==> src/rtl/fifo_uart_tx.sv <==
// rtl/fifo_uart_tx.sv - FWFT FIFO consumer that serialises words onto a UART line (optional parity: FIFO_UART_TX_PARITY_EN)
module fifo_uart_tx #(
  parameter int B            = 8,
  parameter int CLKS_PER_BIT = 868,
  parameter int STOP_BITS    = 1
) (
  input  logic         clk,
  input  logic         reset_n,
  input  logic         en,
  input  logic         fifo_empty,
  input  logic [B-1:0] fifo_r_data,
  output logic         fifo_rd,
  output logic         tx,
  output logic         tx_busy,
  output logic         tx_done_tick
);

  localparam int            CW        = $clog2(CLKS_PER_BIT);
  localparam int            IW        = $clog2(B);
  localparam logic [CW-1:0] CNT_LAST  = CW'(CLKS_PER_BIT - 1);
  localparam logic [CW-1:0] CNT_PRE   = CW'(CLKS_PER_BIT - 2);
  localparam logic [IW-1:0] IDX_LAST  = IW'(B - 1);
  localparam logic          STOP_LAST = 1'(STOP_BITS - 1);
  localparam logic [CW-1:0] CNT_ONE   = CW'(1);
  localparam logic [IW-1:0] IDX_ONE   = IW'(1);

`ifdef FIFO_UART_TX_PARITY_EN
  typedef enum logic [2:0] {IDLE, START, DATA, PARITY, STOP} state_t;
`else
  typedef enum logic [1:0] {IDLE, START, DATA, STOP} state_t;
`endif

  state_t        state;
  logic [CW-1:0] baud_cnt;
  logic [IW-1:0] bit_idx;
  logic          stop_idx;
  logic [B-1:0]  shreg;
  logic          bit_end;
  logic          frame_end;
  logic          pop;
`ifdef FIFO_UART_TX_PARITY_EN
  logic          par;
`endif

  assign bit_end   = (baud_cnt == CNT_LAST);
  assign frame_end = (state == STOP) && bit_end && (stop_idx == STOP_LAST);
  // Reset is folded in so the FIFO is never popped while the transmitter is held in reset.
  assign pop       = reset_n && en && !fifo_empty && ((state == IDLE) || frame_end);
  assign fifo_rd   = pop;

  // Frame sequencer: a pop always restarts at START, so back-to-back frames have no idle gap.
  always_ff @(posedge clk or negedge reset_n) begin
    if (!reset_n) begin
      state        <= IDLE;
      baud_cnt     <= '0;
      bit_idx      <= '0;
      stop_idx     <= 1'b0;
      shreg        <= '0;
      tx           <= 1'b1;
      tx_busy      <= 1'b0;
      tx_done_tick <= 1'b0;
`ifdef FIFO_UART_TX_PARITY_EN
      par          <= 1'b0;
`endif
    end else begin
      // Done is raised one cycle early so that it is high exactly in the final stop-bit cycle.
      tx_done_tick <= (state == STOP) && (stop_idx == STOP_LAST) && (baud_cnt == CNT_PRE);
      if (pop) begin
        state    <= START;
        shreg    <= fifo_r_data;
        baud_cnt <= '0;
        bit_idx  <= '0;
        stop_idx <= 1'b0;
        tx       <= 1'b0;
        tx_busy  <= 1'b1;
`ifdef FIFO_UART_TX_PARITY_EN
        par      <= ^fifo_r_data;
`endif
      end else begin
        case (state)
          IDLE: begin
            tx      <= 1'b1;
            tx_busy <= 1'b0;
          end
          START: begin
            if (bit_end) begin
              state    <= DATA;
              baud_cnt <= '0;
              tx       <= shreg[0];
            end else begin
              baud_cnt <= baud_cnt + CNT_ONE;
            end
          end
          DATA: begin
            if (bit_end) begin
              baud_cnt <= '0;
              if (bit_idx == IDX_LAST) begin
`ifdef FIFO_UART_TX_PARITY_EN
                state <= PARITY;
                tx    <= par;
`else
                state <= STOP;
                tx    <= 1'b1;
`endif
              end else begin
                bit_idx <= bit_idx + IDX_ONE;
                shreg   <= shreg >> 1;
                tx      <= shreg[1];
              end
            end else begin
              baud_cnt <= baud_cnt + CNT_ONE;
            end
          end
`ifdef FIFO_UART_TX_PARITY_EN
          PARITY: begin
            if (bit_end) begin
              state    <= STOP;
              baud_cnt <= '0;
              tx       <= 1'b1;
            end else begin
              baud_cnt <= baud_cnt + CNT_ONE;
            end
          end
`endif
          STOP: begin
            if (bit_end) begin
              baud_cnt <= '0;
              if (stop_idx == STOP_LAST) begin
                state    <= IDLE;
                stop_idx <= 1'b0;
                tx       <= 1'b1;
                tx_busy  <= 1'b0;
              end else begin
                stop_idx <= stop_idx + 1'b1;
              end
            end else begin
              baud_cnt <= baud_cnt + CNT_ONE;
            end
          end
          default: begin
            state   <= IDLE;
            tx      <= 1'b1;
            tx_busy <= 1'b0;
          end
        endcase
      end
    end
  end

endmodule

==> config.mk <==
export PLATFORM = sky130hd
export DESIGN_NAME = fifo_uart_tx
export DESIGN_NICKNAME = d
export VERILOG_FILES = /design/src/rtl/fifo_uart_tx.sv
export SDC_FILE = /design/constraint.sdc
export NUM_CORES = 1
export LEC_CHECK = 0
export ABC_AREA = 1
export CAP_MARGIN = 40
export CORE_MARGIN = 2
export CORE_UTILIZATION = 58
export CTS_BUF_LIST = sky130_fd_sc_hd__clkbuf_4
export DETAILED_ROUTE_END_ITERATION = 7
export PLACE_DENSITY = 0.81
export SLEW_MARGIN = 0
export SYNTH_ARGS = -nofsm -noshare
export SYNTH_HDL_FRONTEND = slang
export SYNTH_SLANG_ARGS = --single-unit
export TNS_END_PERCENT = 1
==> constraint.sdc <==
create_clock -name clk -period 2.1 [get_ports clk]
set_input_delay 0.63 -clock clk [delete_from_list [all_inputs] [get_ports clk]]
set_output_delay 0.63 -clock clk [all_outputs]
set_load 0.02 [all_outputs]
==> summary.md, run 1 <==
| Metric | Value |
|---|---|
| Clk Latency, worst-skew pair | `0.33 ns` |
| Violations in the final reports | `negative setup slack` |
| Main area contributors after synthesis | `sky130_fd_sc_hd__dfrtp_1, sky130_fd_sc_hd__nand2_1, sky130_fd_sc_hd__ha_1` |
| CP required | `roughly 1.5 ns` |
| DIE WIDTH | `55.05 um` |
| Clk Tree Root Cell | `sky130_fd_sc_hd__clkbuf_4` |
| Most numerous cell in the Yosys netlist | `sky130_fd_sc_hd__nand2_1` |
| Type of origin of the critical path | `flop` |
| Setup tns final | `-0.02847 ns` |
| Via count of the first global-routing pass | `1374` |
| Antenna violations before repair | `0` |
| Leakage power total | `1.061 nW` |
| Cell type with the highest aggregate area in the netlist | `sky130_fd_sc_hd__dfrtp_1` |
| DRC viols | `0` |
| Wire length of the first global-routing pass | `5.651 mm` |
| Max frequency | `between 400 and 500 MHz` |
| Clock tree from TritonCTS | `built` |
| Count of endpoints failing setup in the final report | `1` |
| Initial core utilization | `61.01%` |
| Die H | `~55 um` |
| Clock buffer depth | `2` |
| Hold violation total from the final report | `0` |
| VDD IR-drop max | `0.0005202 V` |
| CP most frequent cell | `sky130_fd_sc_hd__nand2_4` |
| Number of hold buffers added after CTS | `0` |
| Number of rows created at floorplan | `18` |
| Warnings, synthesis | `0` |
| Share of the yosys chip area belonging to registers | `43.13%` |
| Cell types with the highest counts after synthesis | `sky130_fd_sc_hd__nand2_1, sky130_fd_sc_hd__dfrtp_1, sky130_fd_sc_hd__inv_1, sky130_fd_sc_hd__nand3_1, sky130_fd_sc_hd__nor2_1` |
| RSZ-0062 raised after global routing | `true` |
| Total of fill cells in the finished design | `168` |
| Post-route worst setup slack | `-0.02847 ns` |
| Mapped Area | `1511 um^2` |
| Combinational group share of total power | `4.6%` |
| Count of inserted antenna diode cells | `0` |
| Std-Cell Core Area | `2477 um^2` |
| Global-route usage over all layers | `around a quarter` |
| Final core utilization | `79.70%` |
| Share of power burned in registers | `64.5%` |
| Status | `finished, violations left` |
| Via count normalized by instance count | `5.389` |
| Post-DP HPWL | `approximately 2.5 mm` |
| Final number of max-transition violations | `0` |
| H-Tree Level Count | `1` |
| Worst Path Arrival | `1.50 ns` |
| Maximum number of pins on one net before global-route repair | `28` |
| Overflow after GRT | `0` |
| Worst Path Max Fanout | `2` |
| Worst Setup SP | `baud_cnt[1]` |
| Total routed wirelength | `3.589 mm` |
| Flip-flop and latch count after synthesis | `26` |
| Total via count in the routed design | `~1.5k` |
| Worst relative slew slack | `73.03%` |
| Largest stage delay on the critical path | `between 0.3 and 0.4 ns` |
| Area of the die | `3031 um^2` |
| Number of cells on the worst reg-to-reg path | `11` |
| Met2 WL post-DR | `1.803 mm` |
| Mapped Avg Cell Area | `7.634 um^2` |
| Clock edge transition at the registers on the reported setup and hold paths | `between 0.1 and 0.15 ns` |
| Cell breakdown of the critical path | `ha_2 > nand2_2 > nor2_4 > nand2_4 > nand2_4 > nand2_4 > inv_2 > buf_6` |
| Final worst-path cycle share | `101.4%` |
| Yosys top cell area share | `41.39%` |
| Crit. End Element | `output port` |
| Number of routed nets with antenna violations | `0` |
| Internal cell power | `around 600 uW` |
| Syn_nets | `218` |
| Max-capacitance violation count | `0` |
| Critical setup path kind | `reg2out` |
| Cell count after synthesis | `198` |
| Footprint of the flip-flops and latches | `approximately 650 um^2` |
| Power Density | `approximately 400 nW/um^2` |
| Time the final worst path needs with I/O delays and setup | `2.128 ns` |
| Wire length per cell after detailed routing | `13.05 um` |
| Detailed-routing wirelength on met1 | `1.410 mm` |
| Worst hold margin | `roughly 0.45 ns` |
| Input/output buffers | `15` |
| Netlist cell types | `23` |
| Fraction of final layout cells with drive strength greater than 1 | `between 20 and 25%` |
| Multi-input gate area in the final layout | `around 790 um^2` |
| Sw frac | `21.70%` |
| R2R Path Start | `state[1]` |
| Highest metal used | `met4` |
| Predominant post-synthesis flop cell | `sky130_fd_sc_hd__dfrtp_1` |
| Number of design-rule violations left by the first detailed-router iteration | `54` |
| Worst clock skew | `about 0.009 ns` |
| Slowest cell on the critical path | `sky130_fd_sc_hd__dfrtp_1` |
| Clock network power share | `just over 30%` |
| Area overhead of the layout relative to synthesis | `30.63%` |
| Measured slew at the worst slew-check pin | `0.4014 ns` |
| Worst hold path class | `in2async` |
| Net count reported at finish | `266` |
| Met3 Routed Length | `approximately 220 um` |
| I/O pin cnt | `16` |
| Synth async-reset ratio | `100.0%` |
| Switch Pwr | `168.5 uW` |
| Clock buffers created by TritonCTS | `3` |
| TritonCTS Sinks | `26` |
| Number of enable flip-flop cells after synthesis | `0` |
| Weighted congestion reported at the end of routability-driven placement | `roughly 0.76` |
| Pre-antenna DRT Iters | `8` |
-- sequential cells by signal, summed over array words and instances, names as in the netlist --
name	flops
tx_done_tick	1
tx_busy	1
shreg	8
state	2
baud_cnt	10
bit_idx	3
tx	1
-- metal layers --
metal | up-vias | global-route usage [%]
met5 | - | 0
met4 | 0 | 13.01
met3 | 17 | 3.763
met2 | 68 | 48.41
met1 | 672 | 29.73
li1 | 725 | -
-- cells in the final DEF (no fill, tap or decap), drive strengths merged, types with 2 or more instances in the layout --
cell,synthesis,final
dlygate4sd2,0,3
nand3,19,19
ha,8,8
clkdlybuf4s50,0,10
inv,23,23
nand4,2,2
nand2,70,70
nor3,3,3
nor2,18,18
o21ai,17,17
xor2,3,3
buf,2,31
a21oi,4,4
dfrtp,25,25
clkbuf,0,4
-- final timing paths --
path                                     to  slack [ns]
worst min-delay path            baud_cnt[4]        0.45
worst max-delay path                fifo_rd       -0.03
min in group clk                    tx_busy        0.49
worst min register to register      tx_busy        0.49
worst max register to register     shreg[2]        0.30
max in group asynchronous                tx        1.35
-- what timing repair did --
| item | 4_1_cts | 5_1_grt |
|---|---|---|
| setup endpoints to repair | 2 | 1 |
| gates resized for setup | 21 | 8 |
| gates cloned | 0 | 0 |
| endpoints found under the hold margin | 0 | 0 |
| setup buffers | 2 | 3 |
| pin swaps | 2 | 5 |
-- critical path, delay by kind of cell (launching register included) --
family	cells	cell delay [ns]
AND/OR/NAND/NOR	5	0.39
flip-flops	1	0.39
adder cells (fa/ha/maj)	1	0.22
buffers and inverters	2	0.17
-- power groups by stage --
| stage | clock (mW) | sequential (mW) | combinational [mW] |
|---|---|---|---|
| after global placement | 0 | 0.510 | 0.0363 |
| final | 0.240 | 0.501 | 0.0359 |
| after detailed placement | 0 | 0.510 | 0.0371 |
| after floorplan | 0 | 0.510 | 0.00219 |
| after global routing | 0.260 | 0.501 | 0.0398 |
| after CTS | 0.245 | 0.501 | 0.0367 |
-- final cells by class --
type,instances,area share (%)
inverter,23,4.373
sequential,26,33.08
clock buffer,4,1.521
multi-input combinational,147,40.24
tap,30,1.901
timing repair buffer,45,18.88
-- cell families after synthesis --
family          count (synthesis)  share of synthesized area (%)
compound gates                 23                          7.947
xor+xnor                        3                          1.739
fa+ha+maj                       8                          6.623
simple gates                  113                          33.78
flops                          26                          43.13
buf+inv                        25                          6.788
-- per-stage QoR --
step / power (mW) / instances / cell area (um^2) / setup slack (ns)
2_1_floorplan: 0.5125 / 198 / 1511 / 0.2105
3_3_place_gp: 0.5464 / 266 / 1871 / -0.7906
3_5_place_dp: 0.5473 / 266 / 1871 / -0.8294
4_1_cts: 0.7823 / 272 / 1933 / -0.01176
5_1_grt: 0.8006 / 275 / 1974 / -0.08779
6_report: 0.7766 / 275 / 1974 / -0.02847
(Power assumes the default switching activity.)
==> inputs of run 2 (changes only) <==
--- a/config.mk
+++ b/config.mk
@@ -8,10 +8,10 @@
 export ABC_AREA = 1
 export CAP_MARGIN = 40
 export CORE_MARGIN = 2
-export CORE_UTILIZATION = 58
+export CORE_UTILIZATION = 45
 export CTS_BUF_LIST = sky130_fd_sc_hd__clkbuf_4
 export DETAILED_ROUTE_END_ITERATION = 7
-export PLACE_DENSITY = 0.81
+export PLACE_DENSITY = 0.66
 export SLEW_MARGIN = 0
 export SYNTH_ARGS = -nofsm -noshare
 export SYNTH_HDL_FRONTEND = slang
==> run 2 against run 1 <==
Against the previous run:
- the flow now finishes without violations
- combinational power about the same
- total power down 1.6%
- first-iteration DRC count up 13%
- die area up 27%
- non-clock buffer count up 3
- sequential share of layout area down 0.74 points
- clock skew down 0.0022 ns
- critical path type unchanged
==> summary.md, run 2 (synthesized netlist as in run 1, its figures left out) <==
| Metric | Value |
|---|---|
| Largest stage delay on the critical path | `0.38 ns` |
| Number of cells on the worst reg-to-reg path | `11` |
| Fraction of final layout cells with drive strength greater than 1 | `24.19%` |
| Flop-to-flop setup slack | `0.37 ns` |
| Count of inserted antenna diode cells | `0` |
| Switch Pwr | `173.8 uW` |
| Number of buffers and inverters on the critical path | `2` |
| Max-capacitance violation count | `0` |
| Status | `finished, final reports clean` |
| Slowest cell on the critical path | `sky130_fd_sc_hd__dfrtp_1` |
| Die H | `61.96 um` |
| Count of endpoints failing setup in the final report | `0` |
| Number of rows created at floorplan | `21` |
| Measured slew at the worst slew-check pin | `~0.47 ns` |
| Regs by FF count | `baud_cnt x10, shreg x8, bit_idx x3` |
| Worst reg2reg endpoint | `shreg[3]` |
| Power Density | `379.2 nW/um^2` |
| Global-route usage over all layers | `18.99%` |
| Initial core utilization | `46.02%` |
| Final worst-path cycle share | `99.23%` |
| VDD IR-drop max | `about 0.00021 V` |
| Max frequency | `479.9 MHz` |
| Type of origin of the critical path | `flop` |
| Cell breakdown of the critical path | `ha_2 > nand2_2 > nor2_4 > nand2_4 > nand2_4 > nand2_4 > inv_2 > buf_6` |
| CP required | `1.47 ns` |
| Wire length of the first global-routing pass | `5.451 mm` |
| Pre-antenna DRT Iters | `4` |
| I/O pin cnt | `16` |
| Max reg flops | `10` |
| Crit. End Element | `output port` |
| TritonCTS Sinks | `26` |
| Clock buffers created by TritonCTS | `3` |
| Power Total | `764.3 uW` |
| Worst clock skew | `0.006595 ns` |
| Clk Tree Root Cell | `sky130_fd_sc_hd__clkbuf_4` |
| DRC viols | `0` |
| Cell family with the largest share of critical-path delay | `simple AND/OR/NAND/NOR gates` |
| Combinational group share of total power | `between 4 and 5%` |
| Total routed wirelength | `3.345 mm` |
| Internal cell power | `slightly below 600 uW` |
| Total of fill cells in the finished design | `294` |
| Worst relative slew slack | `~70%` |
| Number of routed nets with antenna violations | `0` |
| Area overhead of the layout relative to synthesis | `33.36%` |
| Clock buffer depth | `2` |
| CP most frequent cell | `sky130_fd_sc_hd__nand2_4` |
| Overflow after GRT | `0` |
| Input/output buffers | `15` |
| Hold violation total from the final report | `0` |
| Wire length per cell after detailed routing | `11.38 um` |
| Weighted congestion reported at the end of routability-driven placement | `between 0.8 and 0.9` |
| Antenna violations before repair | `0` |
| Number of hold buffers added after CTS | `0` |
| H-Tree Level Count | `1` |
| Footprint of the flip-flops and latches | `651.9 um^2` |
| Clock tree from TritonCTS | `built` |
| Multi-input gate area in the final layout | `794.5 um^2` |
| Sw frac | `22.74%` |
| Clock edge transition at the registers on the reported setup and hold paths | `~0.15 ns` |
| Total via count in the routed design | `between 1k and 1.5k` |
| Time the final worst path needs with I/O delays and setup | `2.084 ns` |
| Critical setup path kind | `reg2out` |
| Most used cells in the layout excluding fill and tap cells | `sky130_fd_sc_hd__nand2_1, sky130_fd_sc_hd__buf_4, sky130_fd_sc_hd__dfrtp_1, sky130_fd_sc_hd__nand3_1, sky130_fd_sc_hd__inv_1` |
| Share of power burned in registers | `65.5%` |
| DIE WIDTH | `61.96 um` |
| RSZ-0062 raised after global routing | `true` |
| Most flop-heavy register | `baud_cnt` |
| Worst Path Max Fanout | `2` |
| Post-DP HPWL | `2.491 mm` |
| Area of the die | `3838 um^2` |
| Clock network power share | `around 30%` |
| Leakage power total | `around 1.1 nW` |
| Clk Latency, worst-skew pair | `0.33 ns` |
| Via count of the first global-routing pass | `1311` |
| Net count reported at finish | `269` |
| Final number of max-transition violations | `0` |
| Commonest non-fill, non-tap cell in the layout | `sky130_fd_sc_hd__nand2_1` |
| R2R Path Start | `state[1]` |
| Std-Cell Core Area | `approximately 3300 um^2` |
| Worst Path Arrival | `1.45 ns` |
| Final core utilization | `61.37%` |
| Worst hold path class | `in2async` |
| Number of design-rule violations left by the first detailed-router iteration | `61` |
| Maximum number of pins on one net before global-route repair | `28` |
| Via count normalized by instance count | `4.847` |
| Worst hold margin | `around 0.46 ns` |
## run 2: cell count changes in the layout (fill, tap and decap cells not counted)
cell | previous run | this run
sky130_fd_sc_hd__buf_4 | 30 | 32
sky130_fd_sc_hd__buf_6 | 1 | 2
sky130_fd_sc_hd__clkbuf_4 | 4 | 3
sky130_fd_sc_hd__clkinv_1 | 0 | 1
sky130_fd_sc_hd__dfrtp_1 | 24 | 25
sky130_fd_sc_hd__dfrtp_2 | 1 | 0
## run 2: worst max path at each step
stage                            from  slack, ns  cells after the start  endpoint
after floorplan              state[0]       0.21                      8   fifo_rd
after global placement        reset_n      -0.80                      8   fifo_rd
after detailed placement      reset_n      -0.79                      8   fifo_rd
after CTS                    state[0]       0.02                      8   fifo_rd
after global routing      baud_cnt[1]      -0.06                      8   fifo_rd
final                     baud_cnt[1]       0.02                      8   fifo_rd
## run 2: stage by stage
stage               setup slack (ns)  instance area (um^2)  std cells  setup TNS [ns]
global placement             -0.8033                  1891        282          -2.743
floorplan                     0.2105                  1511        198               0
global route                -0.05688                  2016        294        -0.05688
detailed placement           -0.7927                  1891        282          -3.195
CTS                          0.01886                  1954        288               0
finish                       0.01615                  2016        294               0
## run 2: worst register-to-register path: cells and delay by family (launching register included)
| family | cells | cell delay, ns |
|---|---|---|
| flip-flops | 1 | 0.42 |
| adder cells (fa/ha/maj) | 1 | 0.17 |
| buffers and inverters | 4 | 0.40 |
| AND/OR/NAND/NOR | 5 | 0.62 |
| AO/OA/AOI/OAI | 1 | 0.06 |
## run 2: metal layers
| layer | vias up | part of all wire, % | track usage, % |
|---|---|---|---|
| met1 | 674 | 45 | 23.80 |
| li1 | 730 | - | - |
| met2 | 19 | 52 | 33.48 |
| met5 | - | 0 | 0 |
| met3 | 2 | 2.6 | 2.692 |
| met4 | 0 | 0.69 | 6.079 |
## run 2: cell type report
class,count,share of cell area (%)
timing repair buffer,48,19.80
inverter,23,4.283
tap,46,2.855
clock inverter,1,0.1862
sequential,26,32.34
multi-input combinational,147,39.42
clock buffer,3,1.117
## run 2: power groups by stage
stage / Sequential, mW / Clock [mW] / Combinational, mW
after floorplan: 0.510 / 0 / 0.00219
after global placement: 0.510 / 0 / 0.0370
after detailed placement: 0.510 / 0 / 0.0377
after CTS: 0.501 / 0.232 / 0.0371
after global routing: 0.501 / 0.253 / 0.0394
final: 0.501 / 0.227 / 0.0360
## run 2: timing repair
action	4_1_cts	5_1_grt
resized for setup	24	5
buffers inserted	2	6
gates cloned	0	0
pin swaps	3	6
endpoints found under the setup margin	2	1
==> inputs of run 3 (changes only) <==
--- a/config.mk
+++ b/config.mk
@@ -7,11 +7,13 @@
 export LEC_CHECK = 0
 export ABC_AREA = 1
 export CAP_MARGIN = 40
+export CELL_PAD_IN_SITES_DETAIL_PLACEMENT = 0
+export CELL_PAD_IN_SITES_GLOBAL_PLACEMENT = 2
 export CORE_MARGIN = 2
-export CORE_UTILIZATION = 45
+export CORE_UTILIZATION = 34
 export CTS_BUF_LIST = sky130_fd_sc_hd__clkbuf_4
 export DETAILED_ROUTE_END_ITERATION = 7
-export PLACE_DENSITY = 0.66
+export PLACE_DENSITY_LB_ADDON = 0.1
 export SLEW_MARGIN = 0
 export SYNTH_ARGS = -nofsm -noshare
 export SYNTH_HDL_FRONTEND = slang
==> run 3 against run 2 <==
Against the previous run:
- clock-buffer cell count rose by 1
- critical path depth unchanged
- core utilization decreased by 14 points
- clock skew grew 0.0041 ns
- final cell count is 1.0% higher
- largest cell class unchanged
- largest power group unchanged
==> summary.md, run 3 (synthesized netlist as in run 1, its figures left out) <==
| Metric | Value |
|---|---|
| Count of endpoints failing setup in the final report | `0` |
| I/O pin cnt | `16` |
| Fraction of final layout cells with drive strength greater than 1 | `23.67%` |
| Die H | `70.68 um` |
| Final worst-path cycle share | `98.70%` |
| Total of fill cells in the finished design | `461` |
| RSZ-0062 raised after global routing | `true` |
| Via count of the first global-routing pass | `1381` |
| Max reg flops | `10` |
| Clock tree from TritonCTS | `built` |
| Worst reg2reg endpoint | `shreg[4]` |
| Wire length of the first global-routing pass | `6.051 mm` |
| Capturing instance or port of the critical path | `fifo_rd` |
| Net count reported at finish | `between 200 and 300` |
| VDD IR-drop max | `just over 0.0002 V` |
| Flop-to-flop setup slack | `about 0.30 ns` |
| Total routed wirelength | `3.359 mm` |
| Initial core utilization | `between 30% and 40%` |
| Area of the die | `4995 um^2` |
| Number of hold buffers added after CTS | `0` |
| Regs by FF count | `baud_cnt x10, shreg x8, bit_idx x3` |
| Global-route usage over all layers | `approximately 15%` |
| H-Tree Level Count | `1` |
| Via count normalized by instance count | `4.731` |
| Number of design-rule violations left by the first detailed-router iteration | `18` |
| Maximum number of pins on one net before global-route repair | `28` |
| Final number of max-transition violations | `0` |
| Commonest non-fill, non-tap cell in the layout | `sky130_fd_sc_hd__nand2_1` |
| Wire length per cell after detailed routing | `11.31 um` |
| Area overhead of the layout relative to synthesis | `34.19%` |
| Measured slew at the worst slew-check pin | `0.4025 ns` |
| Number of rows created at floorplan | `24` |
| TritonCTS Sinks | `26` |
| Max frequency | `482.5 MHz` |
| Worst clock skew | `between 0.01 and 0.015 ns` |
| Most used cells in the layout excluding fill and tap cells | `sky130_fd_sc_hd__nand2_1, sky130_fd_sc_hd__buf_4, sky130_fd_sc_hd__dfrtp_1, sky130_fd_sc_hd__nand3_1, sky130_fd_sc_hd__inv_1` |
| DIE WIDTH | `70.68 um` |
| Post-route insts no fill | `297` |
| Pre-antenna DRT Iters | `4` |
| Status | `finished, final reports clean` |
| Std-Cell Core Area | `4324 um^2` |
| Hold violation total from the final report | `0` |
| DRC viols | `0` |
| Most flop-heavy register | `baud_cnt` |
| Worst hold margin | `0.4278 ns` |
| Overflow after GRT | `0` |
| Clk Latency, worst-skew pair | `0.33 ns` |
| Instance area at placement | `~1900 um^2` |
| Power Density | `385.3 nW/um^2` |
| Count of inserted antenna diode cells | `0` |
| Leakage power total | `~1.1 nW` |
| Placed cell count | `290` |
| Worst relative slew slack | `72.96%` |
| Clk Tree Root Cell | `sky130_fd_sc_hd__clkbuf_4` |
| Number of routed nets with antenna violations | `0` |
| Crit. End Element | `output port` |
| Weighted congestion reported at the end of routability-driven placement | `0.7992` |
| Number of cells on the worst reg-to-reg path | `12` |
| Post-DP HPWL | `approximately 2.5 mm` |
| Worst hold path class | `in2async` |
| Post-placement setup slack | `-0.7555 ns` |
| Final instance area | `2028 um^2` |
| CP required | `1.47 ns` |
| Clock buffers created by TritonCTS | `3` |
| Worst Path Arrival | `1.44 ns` |
| Time the final worst path needs with I/O delays and setup | `2.073 ns` |
| Clock edge transition at the registers on the reported setup and hold paths | `0.15 ns` |
| Max-capacitance violation count | `0` |
| Input/output buffers | `15` |
| Type of origin of the critical path | `input port` |
| Post-route worst setup slack | `0.02739 ns` |
| Critical setup path kind | `in2out` |
| R2R Path Start | `state[0]` |
| Total via count in the routed design | `1405` |
| Clock buffer depth | `2` |
| Worst Setup SP | `reset_n` |
| Worst Path Max Fanout | `2` |
| Antenna violations before repair | `0` |
run 3: power breakdown:
group	leakage (nW)	total, mW	switching, mW	internal (mW)
combinational	0.773	0.0362	0.0162	0.0199
clock	0.0184	0.244	0.157	0.0874
sequential	0.283	0.501	0	0.501
run 3: per-layer routing:
metal | share of wire [%] | GRT usage [%] | vias up
li1 | - | - | 720
met1 | 49 | 20.43 | 655
met2 | 46 | 23.90 | 24
met3 | 3.4 | 2.137 | 6
met4 | 1.9 | 5.870 | 0
met5 | 0 | 0 | -
run 3: layout make-up:
cell class	instances	area [um^2]	area share [%]
Timing Repair Buffer	45	387.9	19.12
Multi-Input combinational cell	147	804.5	39.67
Sequential cell	26	651.9	32.14
Clock buffer	4	30.03	1.481
Tap cell	52	65.06	3.208
Inverter	23	88.84	4.380
run 3: through the flow:
step	utilization, %	TNS [ns]	power, mW
after floorplan	-	0	0.5125
after global placement	44.53	-2.215	0.5469
after detailed placement	44.53	-2.392	0.5480
after CTS	45.83	-0.02029	0.7933
after global routing	46.90	-0.07181	0.8198
final	46.90	0	0.7814
run 3: timing repair:
item                                    4_1_cts  5_1_grt
hold endpoints to repair                      0        0
endpoints found under the setup margin        2        1
resized for setup                            21       10
pin swaps                                     4        8
buffers inserted                              1        2
run 3: worst min-delay path by stage:
stage / start / cells past startpoint / endpoint
final: reset_n / 2 / tx_done_tick
after global routing: reset_n / 2 / baud_cnt[2]
after CTS: reset_n / 2 / tx_done_tick
after detailed placement: tx_busy / 2 / tx_busy
after global placement: tx_busy / 2 / tx_busy
after floorplan: reset_n / 0 / baud_cnt[0]
run 3: worst max-delay path: stages:
cell,delay [ns]
sky130_fd_sc_hd__dlygate4sd2_1,0.22
sky130_fd_sc_hd__nand2_1,0.07
sky130_fd_sc_hd__nor2_2,0.17
sky130_fd_sc_hd__nand2_4,0.07
sky130_fd_sc_hd__inv_2,0.06
sky130_fd_sc_hd__nand2_4,0.05
sky130_fd_sc_hd__inv_2,0.05
sky130_fd_sc_hd__buf_6,0.11
